<file path="config.mk">
export PLATFORM = sky130hd
export DESIGN_NAME = sb_slave_mem_flat
export DESIGN_NICKNAME = d
export VERILOG_FILES = /design/src/rtl/sb_slave_mem_if.sv /design/src/rtl/sb_slave_mem.sv /design/src/flat_wrapper.sv
export SDC_FILE = /design/constraint.sdc
export NUM_CORES = 1
export LEC_CHECK = 0
export CAP_MARGIN = 20
export CORE_MARGIN = 5
export CORE_UTILIZATION = 56
export CTS_BUF_LIST = sky130_fd_sc_hd__clkbuf_4
export DETAILED_ROUTE_END_ITERATION = 8
export GPL_TIMING_DRIVEN = 1
export PLACE_DENSITY_LB_ADDON = 0.2
export SYNTH_ARGS = -nofsm -noshare
export SYNTH_HDL_FRONTEND = slang
export SYNTH_SLANG_ARGS = --single-unit
export TNS_END_PERCENT = 10
</file>
<file path="constraint.sdc">
create_clock -name sb_clk -period 2.5 [get_ports sb_clk]
set_clock_uncertainty 0.2 [all_clocks]
set_input_delay 0.5 -clock sb_clk [delete_from_list [all_inputs] [get_ports sb_clk]]
set_output_delay 0.5 -clock sb_clk [all_outputs]
set_load 0.01 [all_outputs]
</file>
<file path="src/rtl/sb_slave_mem_if.sv">
// Bus signal bundle between a system-bus master/decoder and the sb_slave_mem
// storage slave; clock and reset travel as plain ports beside it.
interface sb_slave_mem_if;
    logic        sb_sel_s;
    logic [1:0]  sb_trans_s;
    logic [31:0] sb_addr_s;
    logic        sb_write_s;
    logic [2:0]  sb_size_s;
    logic [2:0]  sb_burst_s;
    logic [31:0] sb_wdata_s;
    logic        sb_ready_s;
    logic [1:0]  sb_resp_s;
    logic [31:0] sb_rdata_s;

    modport master (
        output sb_sel_s, sb_trans_s, sb_addr_s, sb_write_s, sb_size_s,
               sb_burst_s, sb_wdata_s,
        input  sb_ready_s, sb_resp_s, sb_rdata_s
    );

    modport slave (
        input  sb_sel_s, sb_trans_s, sb_addr_s, sb_write_s, sb_size_s,
               sb_burst_s, sb_wdata_s,
        output sb_ready_s, sb_resp_s, sb_rdata_s
    );
endinterface

</file>
<file path="src/rtl/sb_slave_mem.sv">
// Pipelined system-bus storage slave: byte-lane writes, programmable wait
// states, two-cycle error response and write-to-read forwarding.
module sb_slave_mem #(
    parameter logic [31:0] BASE_ADDR   = 32'h0000_0000,
    parameter int unsigned MEM_WORDS   = 16,
    parameter int unsigned WAIT_STATES = 0
) (
    input logic           sb_clk,
    input logic           sb_resetn,
    sb_slave_mem_if.slave sb
);
    localparam int unsigned IDX_W     = (MEM_WORDS > 1) ? $clog2(MEM_WORDS) : 1;
    localparam logic [31:0] WIN_BYTES = 32'(MEM_WORDS * 4);
    localparam logic [1:0]  WS_L      = 2'(WAIT_STATES);

    localparam logic [1:0] RESP_NONE  = 2'd0;
    localparam logic [1:0] RESP_OKAY  = 2'd1;
    localparam logic [1:0] RESP_ERROR = 2'd2;

    typedef enum logic [2:0] {
        ST_IDLE = 3'd0,
        ST_WAIT = 3'd1,
        ST_DATA = 3'd2,
        ST_ERR1 = 3'd3,
        ST_ERR2 = 3'd4
    } state_t;

    function automatic logic [3:0] lane_mask(input logic [2:0] size, input logic [1:0] lo);
        logic [3:0] m;
        case (size)
            3'd0:    m = 4'b0001 << lo;
            3'd1:    m = lo[1] ? 4'b1100 : 4'b0011;
            default: m = 4'b1111;
        endcase
        return m;
    endfunction

    function automatic logic [31:0] merge_lanes(input logic [31:0] old_w,
                                                input logic [31:0] new_w,
                                                input logic [3:0]  be);
        logic [31:0] r;
        for (int b = 0; b < 4; b++) begin
            r[8*b +: 8] = be[b] ? new_w[8*b +: 8] : old_w[8*b +: 8];
        end
        return r;
    endfunction

    state_t           state_q, state_d;
    logic [1:0]       wcnt_q, wcnt_d;
    logic [IDX_W-1:0] idx_q, idx_d;
    logic [3:0]       be_q, be_d;
    logic             write_q, write_d;
    logic             ready_q, ready_d;
    logic [1:0]       resp_q, resp_d;
    logic [31:0]      rdata_q, rdata_d;
    logic [31:0]      mem_q [MEM_WORDS];

    logic [31:0]      offset_s;
    logic             in_range_s;
    logic             misalign_s;
    logic             err_s;
    logic             accept_s;
    logic             commit_s;
    logic             fwd_s;
    logic [IDX_W-1:0] in_idx_s;
    logic [31:0]      rd_word_s;
    logic             unused_s;

    assign offset_s   = sb.sb_addr_s - BASE_ADDR;
    assign in_range_s = (sb.sb_addr_s >= BASE_ADDR) && (offset_s < WIN_BYTES);
    assign in_idx_s   = offset_s[IDX_W+1:2];
    assign err_s      = !in_range_s || misalign_s;
    assign accept_s   = sb.sb_sel_s && ready_q && sb.sb_trans_s[1];
    assign unused_s   = ^{sb.sb_burst_s, sb.sb_trans_s[0]};

    // Size legality and natural alignment of the incoming address phase
    always_comb begin
        case (sb.sb_size_s)
            3'd0:    misalign_s = 1'b0;
            3'd1:    misalign_s = sb.sb_addr_s[0];
            3'd2:    misalign_s = (sb.sb_addr_s[1:0] != 2'b00);
            default: misalign_s = 1'b1;
        endcase
    end

    // Next-state and transfer capture; ready-high states may launch a new transfer
    always_comb begin
        state_d = state_q;
        wcnt_d  = wcnt_q;
        idx_d   = idx_q;
        be_d    = be_q;
        write_d = write_q;
        case (state_q)
            ST_IDLE, ST_DATA, ST_ERR2: begin
                if (accept_s) begin
                    if (err_s) begin
                        state_d = ST_ERR1;
                    end else begin
                        idx_d   = in_idx_s;
                        be_d    = lane_mask(sb.sb_size_s, sb.sb_addr_s[1:0]);
                        write_d = sb.sb_write_s;
                        if (WS_L != 2'd0) begin
                            state_d = ST_WAIT;
                            wcnt_d  = WS_L;
                        end else begin
                            state_d = ST_DATA;
                        end
                    end
                end else begin
                    state_d = ST_IDLE;
                end
            end
            ST_WAIT: begin
                wcnt_d = wcnt_q - 2'd1;
                if (wcnt_q <= 2'd1) begin
                    state_d = ST_DATA;
                end else begin
                    state_d = ST_WAIT;
                end
            end
            ST_ERR1: state_d = ST_ERR2;
            default: begin
                state_d = ST_IDLE;
                wcnt_d  = 2'd0;
            end
        endcase
    end

    // A read entering DATA straight behind a committing write to the same word sees the new lanes
    assign commit_s  = (state_q == ST_DATA) && write_q;
    assign fwd_s     = commit_s && (idx_q == idx_d);
    assign rd_word_s = mem_q[idx_d];

    // Output values for the coming cycle, decoded from the next state
    always_comb begin
        ready_d = 1'b1;
        resp_d  = RESP_NONE;
        rdata_d = rdata_q;
        case (state_d)
            ST_WAIT: ready_d = 1'b0;
            ST_DATA: resp_d  = RESP_OKAY;
            ST_ERR1: begin
                ready_d = 1'b0;
                resp_d  = RESP_ERROR;
            end
            ST_ERR2: resp_d = RESP_ERROR;
            default: begin
                ready_d = 1'b1;
                resp_d  = RESP_NONE;
            end
        endcase
        if ((state_d == ST_DATA) && !write_d) begin
            rdata_d = fwd_s ? merge_lanes(rd_word_s, sb.sb_wdata_s, be_q) : rd_word_s;
        end else begin
            rdata_d = rdata_q;
        end
    end

    // Control and output registers
    always_ff @(posedge sb_clk or negedge sb_resetn) begin
        if (!sb_resetn) begin
            state_q <= ST_IDLE;
            wcnt_q  <= 2'd0;
            idx_q   <= '0;
            be_q    <= 4'b0000;
            write_q <= 1'b0;
            ready_q <= 1'b1;
            resp_q  <= RESP_NONE;
            rdata_q <= 32'h0000_0000;
        end else begin
            state_q <= state_d;
            wcnt_q  <= wcnt_d;
            idx_q   <= idx_d;
            be_q    <= be_d;
            write_q <= write_d;
            ready_q <= ready_d;
            resp_q  <= resp_d;
            rdata_q <= rdata_d;
        end
    end

    // Storage array keeps its contents through reset
    always_ff @(posedge sb_clk) begin
        if (commit_s) begin
            mem_q[idx_q] <= merge_lanes(mem_q[idx_q], sb.sb_wdata_s, be_q);
        end
    end

    assign sb.sb_ready_s = ready_q;
    assign sb.sb_resp_s  = resp_q;
    assign sb.sb_rdata_s = rdata_q;

endmodule

</file>
<file path="src/flat_wrapper.sv">
// flat-port wrapper written by rule: the top's interface ports become plain ports
module sb_slave_mem_flat 
#(
    parameter logic [31:0] BASE_ADDR   = 32'h0000_0000,
    parameter int unsigned MEM_WORDS   = 16,
    parameter int unsigned WAIT_STATES = 0
)
  (sb_clk, sb_resetn, sb_sb_sel_s, sb_sb_trans_s, sb_sb_addr_s, sb_sb_write_s, sb_sb_size_s, sb_sb_burst_s, sb_sb_wdata_s, sb_sb_ready_s, sb_sb_resp_s, sb_sb_rdata_s);
  sb_slave_mem_if sb_i ();
  input logic sb_clk;
  input logic sb_resetn;
  input wire logic [$bits(sb_i.sb_sel_s)-1:0] sb_sb_sel_s;
  input wire logic [$bits(sb_i.sb_trans_s)-1:0] sb_sb_trans_s;
  input wire logic [$bits(sb_i.sb_addr_s)-1:0] sb_sb_addr_s;
  input wire logic [$bits(sb_i.sb_write_s)-1:0] sb_sb_write_s;
  input wire logic [$bits(sb_i.sb_size_s)-1:0] sb_sb_size_s;
  input wire logic [$bits(sb_i.sb_burst_s)-1:0] sb_sb_burst_s;
  input wire logic [$bits(sb_i.sb_wdata_s)-1:0] sb_sb_wdata_s;
  output wire logic [$bits(sb_i.sb_ready_s)-1:0] sb_sb_ready_s;
  output wire logic [$bits(sb_i.sb_resp_s)-1:0] sb_sb_resp_s;
  output wire logic [$bits(sb_i.sb_rdata_s)-1:0] sb_sb_rdata_s;
  assign sb_i.sb_sel_s = sb_sb_sel_s;
  assign sb_i.sb_trans_s = sb_sb_trans_s;
  assign sb_i.sb_addr_s = sb_sb_addr_s;
  assign sb_i.sb_write_s = sb_sb_write_s;
  assign sb_i.sb_size_s = sb_sb_size_s;
  assign sb_i.sb_burst_s = sb_sb_burst_s;
  assign sb_i.sb_wdata_s = sb_sb_wdata_s;
  assign sb_sb_ready_s = sb_i.sb_ready_s;
  assign sb_sb_resp_s = sb_i.sb_resp_s;
  assign sb_sb_rdata_s = sb_i.sb_rdata_s;
  sb_slave_mem #(.BASE_ADDR(BASE_ADDR), .MEM_WORDS(MEM_WORDS), .WAIT_STATES(WAIT_STATES)) u_core (.sb_clk(sb_clk), .sb_resetn(sb_resetn), .sb(sb_i));
endmodule
</file>
**Yosys cells after proc, flatten, opt, wreduce, memory -nomap -nowiden**

Memory sizes are Yosys's and may differ from the RTL's.
Cells that the tools add are included.

- $add $sub $neg: 1
- Multiply operators: 0
- Div/mod/pow operators: 0
- Order comparisons: 3
- Equality and inequality tests: 15
- Shifts and indexed selects: 1
- Muxes and demuxes: 27
- Bitwise logic cells: 1
- Reduce and logical (&&, ||, !) cells: 21

Operators by type and width:

| operator | count |
|---|---|
| $mux 8 | 8 |
| $ge 32x1->1 const B | 1 |
| $lt 32x7->1 const B | 1 |
| $mux 32 | 1 |
| $mux 4 | 4 |
| $eq 3x2->1 const B | 5 |
| $eq 3x1->1 const B | 3 |
| $pmux 3 s3 | 1 |
| $pmux 2 s2 | 2 |
| $pmux 4 s2 | 1 |
| $reduce_and 2->1 | 4 |
| $mux 1 | 7 |
| $eq 3x3->1 const B | 2 |
| $logic_and 1x1->1 | 6 |
| $logic_not 3->1 | 2 |
| $eq 4x4->1 | 1 |
| $mux 2 | 2 |
| $ne 1x1->1 const B | 4 |
| $reduce_or 2->1 | 2 |
| $reduce_or 4->1 | 1 |
| $shl 1x2->4 const A | 1 |
| $pmux 1 s3 | 1 |
| $reduce_and 3->1 | 1 |
| $reduce_or 3->1 | 1 |
| 6 further kinds | 7 |

- Bits in registers: 49
- Bits in latches: 0
- RAM bits: 512
- Memory bits (read-only): 0
- Input bits: 76
- Word-level logic and storage cells: 78
- Memories kept: 1

Memory list:

| memory | words | width | read ports | clocked after Yosys merged registers in | write ports | line | RTL |
|---|---|---|---|---|---|---|---|
| u_core.mem_q | 16 | 32 | 1 | 0 | 1 | sb_slave_mem.sv:56 | `logic [31:0] mem_q [MEM_WORDS];` |

**Logic depth before layout (Yosys ltp)**

- Depth after elaboration: 10
- Depth in mapped cells: 13
- Gate-level depth less buffers: 9

**Worst setup path after synthesis**

OpenSTA, ideal clock, no wires.

- Path type: input to register
- From: input sb_sb_addr_s[14]
- To: register u_core.rdata_q[16], in the netlist u_core.sb.sb_rdata_s[16]
- Data arrival time: 2.308 ns
- Path slack: -0.147 ns
- Stages on the path: 9
- Cells stage by stage: nor4_1 > o2111a_1 > and4_1 > buf_6 > mux2i_4 > buf_2 > a32oi_1 > o2111ai_1 > a31oi_1

- Cells in the longest elaborated chain, start to end: 10
- Elaborated cells on any way between the ends: 22
- Those cells by class: order compare: 2; eq/ne: 2; mux: 11; reduce/logical: 6; memory: 1

Ends and longest elaborated chain:

| what | line | RTL |
|---|---|---|
| start: declaration | flat_wrapper.sv:14 | `input wire logic [$bits(sb_i.sb_addr_s)-1:0] sb_sb_addr_s;` |
| $ge 32x1->1 or $lt 32x7->1 (tied branches) | sb_slave_mem.sv:70 | `assign in_range_s = (sb.sb_addr_s >= BASE_ADDR) && (offset_s < WIN_BYTES);` |
| $logic_and 1x1->1 (*) | sb_slave_mem.sv:70 |  |
| $logic_not 1->1 (*) | sb_slave_mem.sv:72 | `assign err_s = !in_range_s \|\| misalign_s;` |
| $logic_or 1x1->1 (*) | sb_slave_mem.sv:72 |  |
| $mux 4 | sb_slave_mem.sv:96 | `if (err_s) begin` |
| $mux 4 | sb_slave_mem.sv:95 | `if (accept_s) begin` |
| $mux 4 | sb_slave_mem.sv:93 | `case (state_q)` |
| $mem_v2 16x32 or $eq 4x4->1 (tied branches) | n/a |  |
| $mux 8 or $logic_and 1x1->1 (tied branches) | sb_slave_mem.sv:43, sb_slave_mem.sv:131 |  |
| $mux 32 | sb_slave_mem.sv:153 | `rdata_d = fwd_s ? merge_lanes(rd_word_s, sb.sb_wdata_s, be_q) : rd_word_s;` |
| end signal: assignment | sb_slave_mem.sv:178 | `rdata_q <= rdata_d;` |
| end: declaration | sb_slave_mem.sv:55 | `logic [31:0] rdata_q, rdata_d;` |

Mark *: on every way between the ends. The rest lies on a longest branch, timed or not.
A chain may end at the register's enable or synchronous reset.

**Final worst setup path**

- From: register u_core.ready_q, in the netlist u_core.sb.sb_ready_s
- To: register u_core.rdata_q[4], in the netlist u_core.sb.sb_rdata_s[4]

- Cells in the longest elaborated chain, start to end: 7
- Elaborated cells on any way between the ends: 16
- Those cells by class: eq/ne: 2; mux: 8; reduce/logical: 5; memory: 1

Ends and longest elaborated chain:

| what | line | RTL |
|---|---|---|
| start: declaration | sb_slave_mem.sv:53 | `logic ready_q, ready_d;` |
| start signal: assignment | sb_slave_mem.sv:176 | `ready_q <= ready_d;` |
| $logic_and 1x1->1 (*) (2 in series) | sb_slave_mem.sv:73 | `assign accept_s = sb.sb_sel_s && ready_q && sb.sb_trans_s[1];` |
| $mux 4 | sb_slave_mem.sv:95 |  |
| $mux 4 | sb_slave_mem.sv:93 |  |
| $mem_v2 16x32 or $eq 4x4->1 (tied branches) | n/a |  |
| $mux 8 or $logic_and 1x1->1 (tied branches) | sb_slave_mem.sv:43, sb_slave_mem.sv:131 |  |
| $mux 32 | sb_slave_mem.sv:153 |  |

Marks and branches as above.

==> out/metrics.csv <==
stage;metric;value;unit
run;MaxCap Viol Count;0;
die;Die Span Y;209.7;µm
sta;Pins Over Slew Limit;0;
final_layout;Area growth syn-to-layout;25.12;%
sta;final worst setup slack;-0.2091;ns
sta;Hold WS;0.1178;ns
place;post-DP HPWL;36.53;mm
global_route;largest net degree at the start of global routing;43;
sta;Tcrit/Tclk final;108.4;%
final_layout;share of cells above drive strength 1;22.44;%
global_route;vias in the first global route;16190;
sta;# setup viols final;32;
die;Initial Util;56.35;%
clock_tree;CTS tree;yes;
die;Die X-Extent;209.7;µm
place;Placed Cells;2400;
critical_path;CP required;3.00;ns
detailed_routing;drt first pass iters;6;
final_layout;layout net count;2126;
sta;RSZ-0062 raised after global routing;true;
place;IO buf count;106;
logic_synthesis;YS warnings;0;
critical_path;reg2reg path depth;13;
logic_synthesis;asr flop ratio synth;8.734;%
power;Pleak;0.01027;µW
detailed_routing;Iteration-0 DRC Markers;1627;
global_route;initial antenna violation count;1;
die;IO Count;111;
critical_path;Setup crit end kind;flip-flop;
clock_tree;clock buffer depth;3;
die;Core ar.;0.03964;mm²
final_layout;fin cells;2683;
detailed_routing;WL/cell;22.84;µm
clock_tree;Clock transition at path regs;0.06;ns
sta;setup TNS;-4.615;ns
min_path;worst min path class;primary input to flip-flop;
power;Peak supply drop;537.8;µV
sta;Worst Tran Pin Value;0.7168;ns
detailed_routing;vias per std cell;6.010;
logic_synthesis;Primary FF master, synth;edfxtp_1;
logic_synthesis;Synth cell types;52;
detailed_routing;Detailed Route WL;61.27;mm
status;run status;finished, violations left;
detailed_routing;DRC errors left;0;
die;Cell Rows;73;
final_layout;final core occ;70.51;%
critical_path;Critical Path, Cell by Cell;nand4b_1 > a21oi_2 > buf_4 > a41o_1 > and2_4 > buf_12 > inv_6 > buf_16 > buf_4 > nand2_1 > nand3_1 > a31oi_1 > a21oi_1;
logic_synthesis;Syn Inst Count;1689;
global_route;first-pass GRT wire length;91.65;mm
logic_synthesis;#FFs+latches synth;561;
critical_path;Worst Path Class, Setup;flip-flop to flip-flop;
min_path;Hold Path Depth;3;
logic_synthesis;Mean Syn Cell Area;13.23;µm²
critical_path;critical path arrival;3.21;ns
power;PwrDens;718.1;mW/mm²
critical_path;crit path launch type;flip-flop;
critical_path;most used cell, CP;buf_4;
sta;Slew HR;52.06;%
die;die area;0.04398;mm²
detailed_routing;routed vias;16130;
critical_path;Max FO, Critical Path;20;
clock_tree;H-tree levels;4;
place;RePlAce Congestion;0.8578;
sta;final hold violations;0;
sta;Final Critical Period;2.709;ns
clock_tree;Root Driver;clkbuf_4;
clock_tree;clk sinks;561;
detailed_routing;Final ANT Viol Nets;0;
global_route;total track usage;27.32;%
logic_synthesis;Post-synth EDFFs;512;
status;failing checks;negative setup slack;
critical_path;CP max stage delay;0.52;ns
critical_path;CP max stage cell;dfstp_2;
logic_synthesis;sequential share of the synthesized area;74.32;%
global_route;grt ovf;0;
clock_tree;CTS Buf Count;142;
logic_synthesis;Post-Syn Area;0.02234;mm²
sta;highest clock rate;369.1;MHz
clock_tree;Skew-Pair Late Insertion Delay;0.83;ns
place;pre-CTS WS;-1.103;ns
logic_synthesis;synthesized netlist net count;1766;
## cells in the mapped netlist (all sizes together), types with 2 or more instances
master,instances,area [µm²]
nand2b,2,12.51
o22ai,28,181.4
buf,68,387.9
nor2,73,274.0
o31ai,2,20.02
mux2i,26,301.5
o2111ai,27,236.5
or2,2,15.02
a222oi,4,40.04
o211a,3,30.03
a21oi,63,315.3
nor2b,4,25.02
o21ai,5,25.02
nand4b,4,35.03
edfxtp,512,15370
dfrtp,48,1201
nor4,6,37.54
clkbuf,40,150.1
a31oi,54,337.8
a32oi,55,481.7
and2,6,37.54
xor2,4,35.03
nand3b,2,15.01
nand2,467,1753
and4,2,17.52
a311oi,3,26.28
nand3,134,670.6
inv,10,37.53
nand4,20,125.1
nor3,2,10.01
## worst max-delay path, delay by kind of cell, from the launching register on
kind	cells	cell delay (ns)
buffers and inverters	5	0.73
DFF	1	0.52
AOI/OAI and AO/OA	4	0.64
and+or+nand+nor	4	0.51
## state kept, by name, summed over array words and instances (netlist names)
name / count
u_core.write_q: 1
u_core.state_q: 3
u_core.sb.sb_rdata_s: 32
u_core.be_q: 4
u_core.sb.sb_resp_s: 2
u_core.idx_q: 4
u_core.sb.sb_ready_s: 1
u_core.wcnt_q: 2
u_core.mem_q: 512
## metal layers
metal	global-route usage [%]	vias to the layer above	part of all wire, %
met5	0	-	0
li1	-	7147	-
met4	11.21	0	3.5
met3	6.263	148	9.7
met1	35.91	7877	37
met2	44.55	954	50
## report_power, final
part           internal [µW]  switching [µW]  total (µW)  leakage, µW
sequential             10500             249       10800      0.00518
clock                   4160            3480        7650      0.00110
combinational            795             850        1640      0.00399
## final timing paths
check	start	endpoint	slack (ns)
setup / recovery	u_core.sb.sb_ready_s$_DFF_PN1_	u_core.sb.sb_rdata_s[4]$_DFFE_PN0P_	-0.21
hold / removal	sb_sb_write_s	u_core.write_q$_DFF_PN0_	0.12
setup reg to reg	u_core.sb.sb_ready_s$_DFF_PN1_	u_core.sb.sb_rdata_s[4]$_DFFE_PN0P_	-0.21
hold reg to reg	u_core.write_q$_DFF_PN0_	u_core.write_q$_DFF_PN0_	0.30
max in group asynchronous	sb_resetn	u_core.sb.sb_rdata_s[9]$_DFFE_PN0P_	0.35
min in group asynchronous	sb_resetn	u_core.sb.sb_rdata_s[25]$_DFFE_PN0P_	0.56
## stage by stage
| step | power, µW | area, µm² |
|---|---|---|
| after floorplan | 11520 | 22370 |
| after global placement | 12690 | 25440 |
| after detailed placement | 12730 | 25440 |
| after CTS | 20210 | 27730 |
| after global routing | 20970 | 27950 |
| final | 20070 | 27950 |
## cell families after synthesis
family / after synthesis / synth area share, %
AOI/OAI and AO/OA: 250 / 7.830
xor gates and xnor gates: 4 / 0.1568
adders and majority gates: 1 / 0.05600
buffers and inverters: 119 / 2.599
DFF: 561 / 74.32
muxes: 26 / 1.350
and+or+nand+nor: 728 / 13.69
## placed cells by master, fill, tap and decap left out, types with 5 or more instances in the layout
| cell | n |
|---|---|
| buf_12 | 34 |
| buf_6 | 5 |
| a32oi_2 | 7 |
| buf_16 | 10 |
| inv_2 | 6 |
| nand2_2 | 6 |
| clkdlybuf4s50_1 | 74 |
| buf_4 | 156 |
| o22ai_1 | 27 |
| nor2_1 | 73 |
| dlygate4sd2_1 | 23 |
| a32oi_1 | 48 |
| mux2i_1 | 21 |
| dfrtp_1 | 48 |
| dlymetal6s2s_1 | 8 |
| clkbuf_4 | 218 |
| inv_1 | 9 |
| clkinv_1 | 26 |
| a31oi_1 | 53 |
| o2111ai_1 | 25 |
| nand2_1 | 461 |
| nand3_1 | 134 |
| nand4_1 | 20 |
| o21ai_0 | 5 |
| a21oi_2 | 5 |
| a21oi_1 | 58 |
| edfxtp_1 | 512 |
## layout make-up
type	count	area [µm²]
flip-flops and latches	561	16600
fillers	2721	11690
multi-input cells	1009	5334
clock buffers	218	1637
well taps	525	656.9
repair inverters	1	8.758
diodes	1	2.502
inverters	11	57.56
repair buffers	323	3471
clock inverters	34	181.4
## repair_timing
action | 4_1_cts | 5_1_grt
gates resized for setup | 58 | 24
hold buffers | 3 | 0
pin swaps | 20 | 27
setup endpoints to repair | 56 | 40
setup buffers | 14 | 3
gates cloned | 7 | 4
hold endpoints to repair | 48 | 0
(Power assumes the default switching activity.)
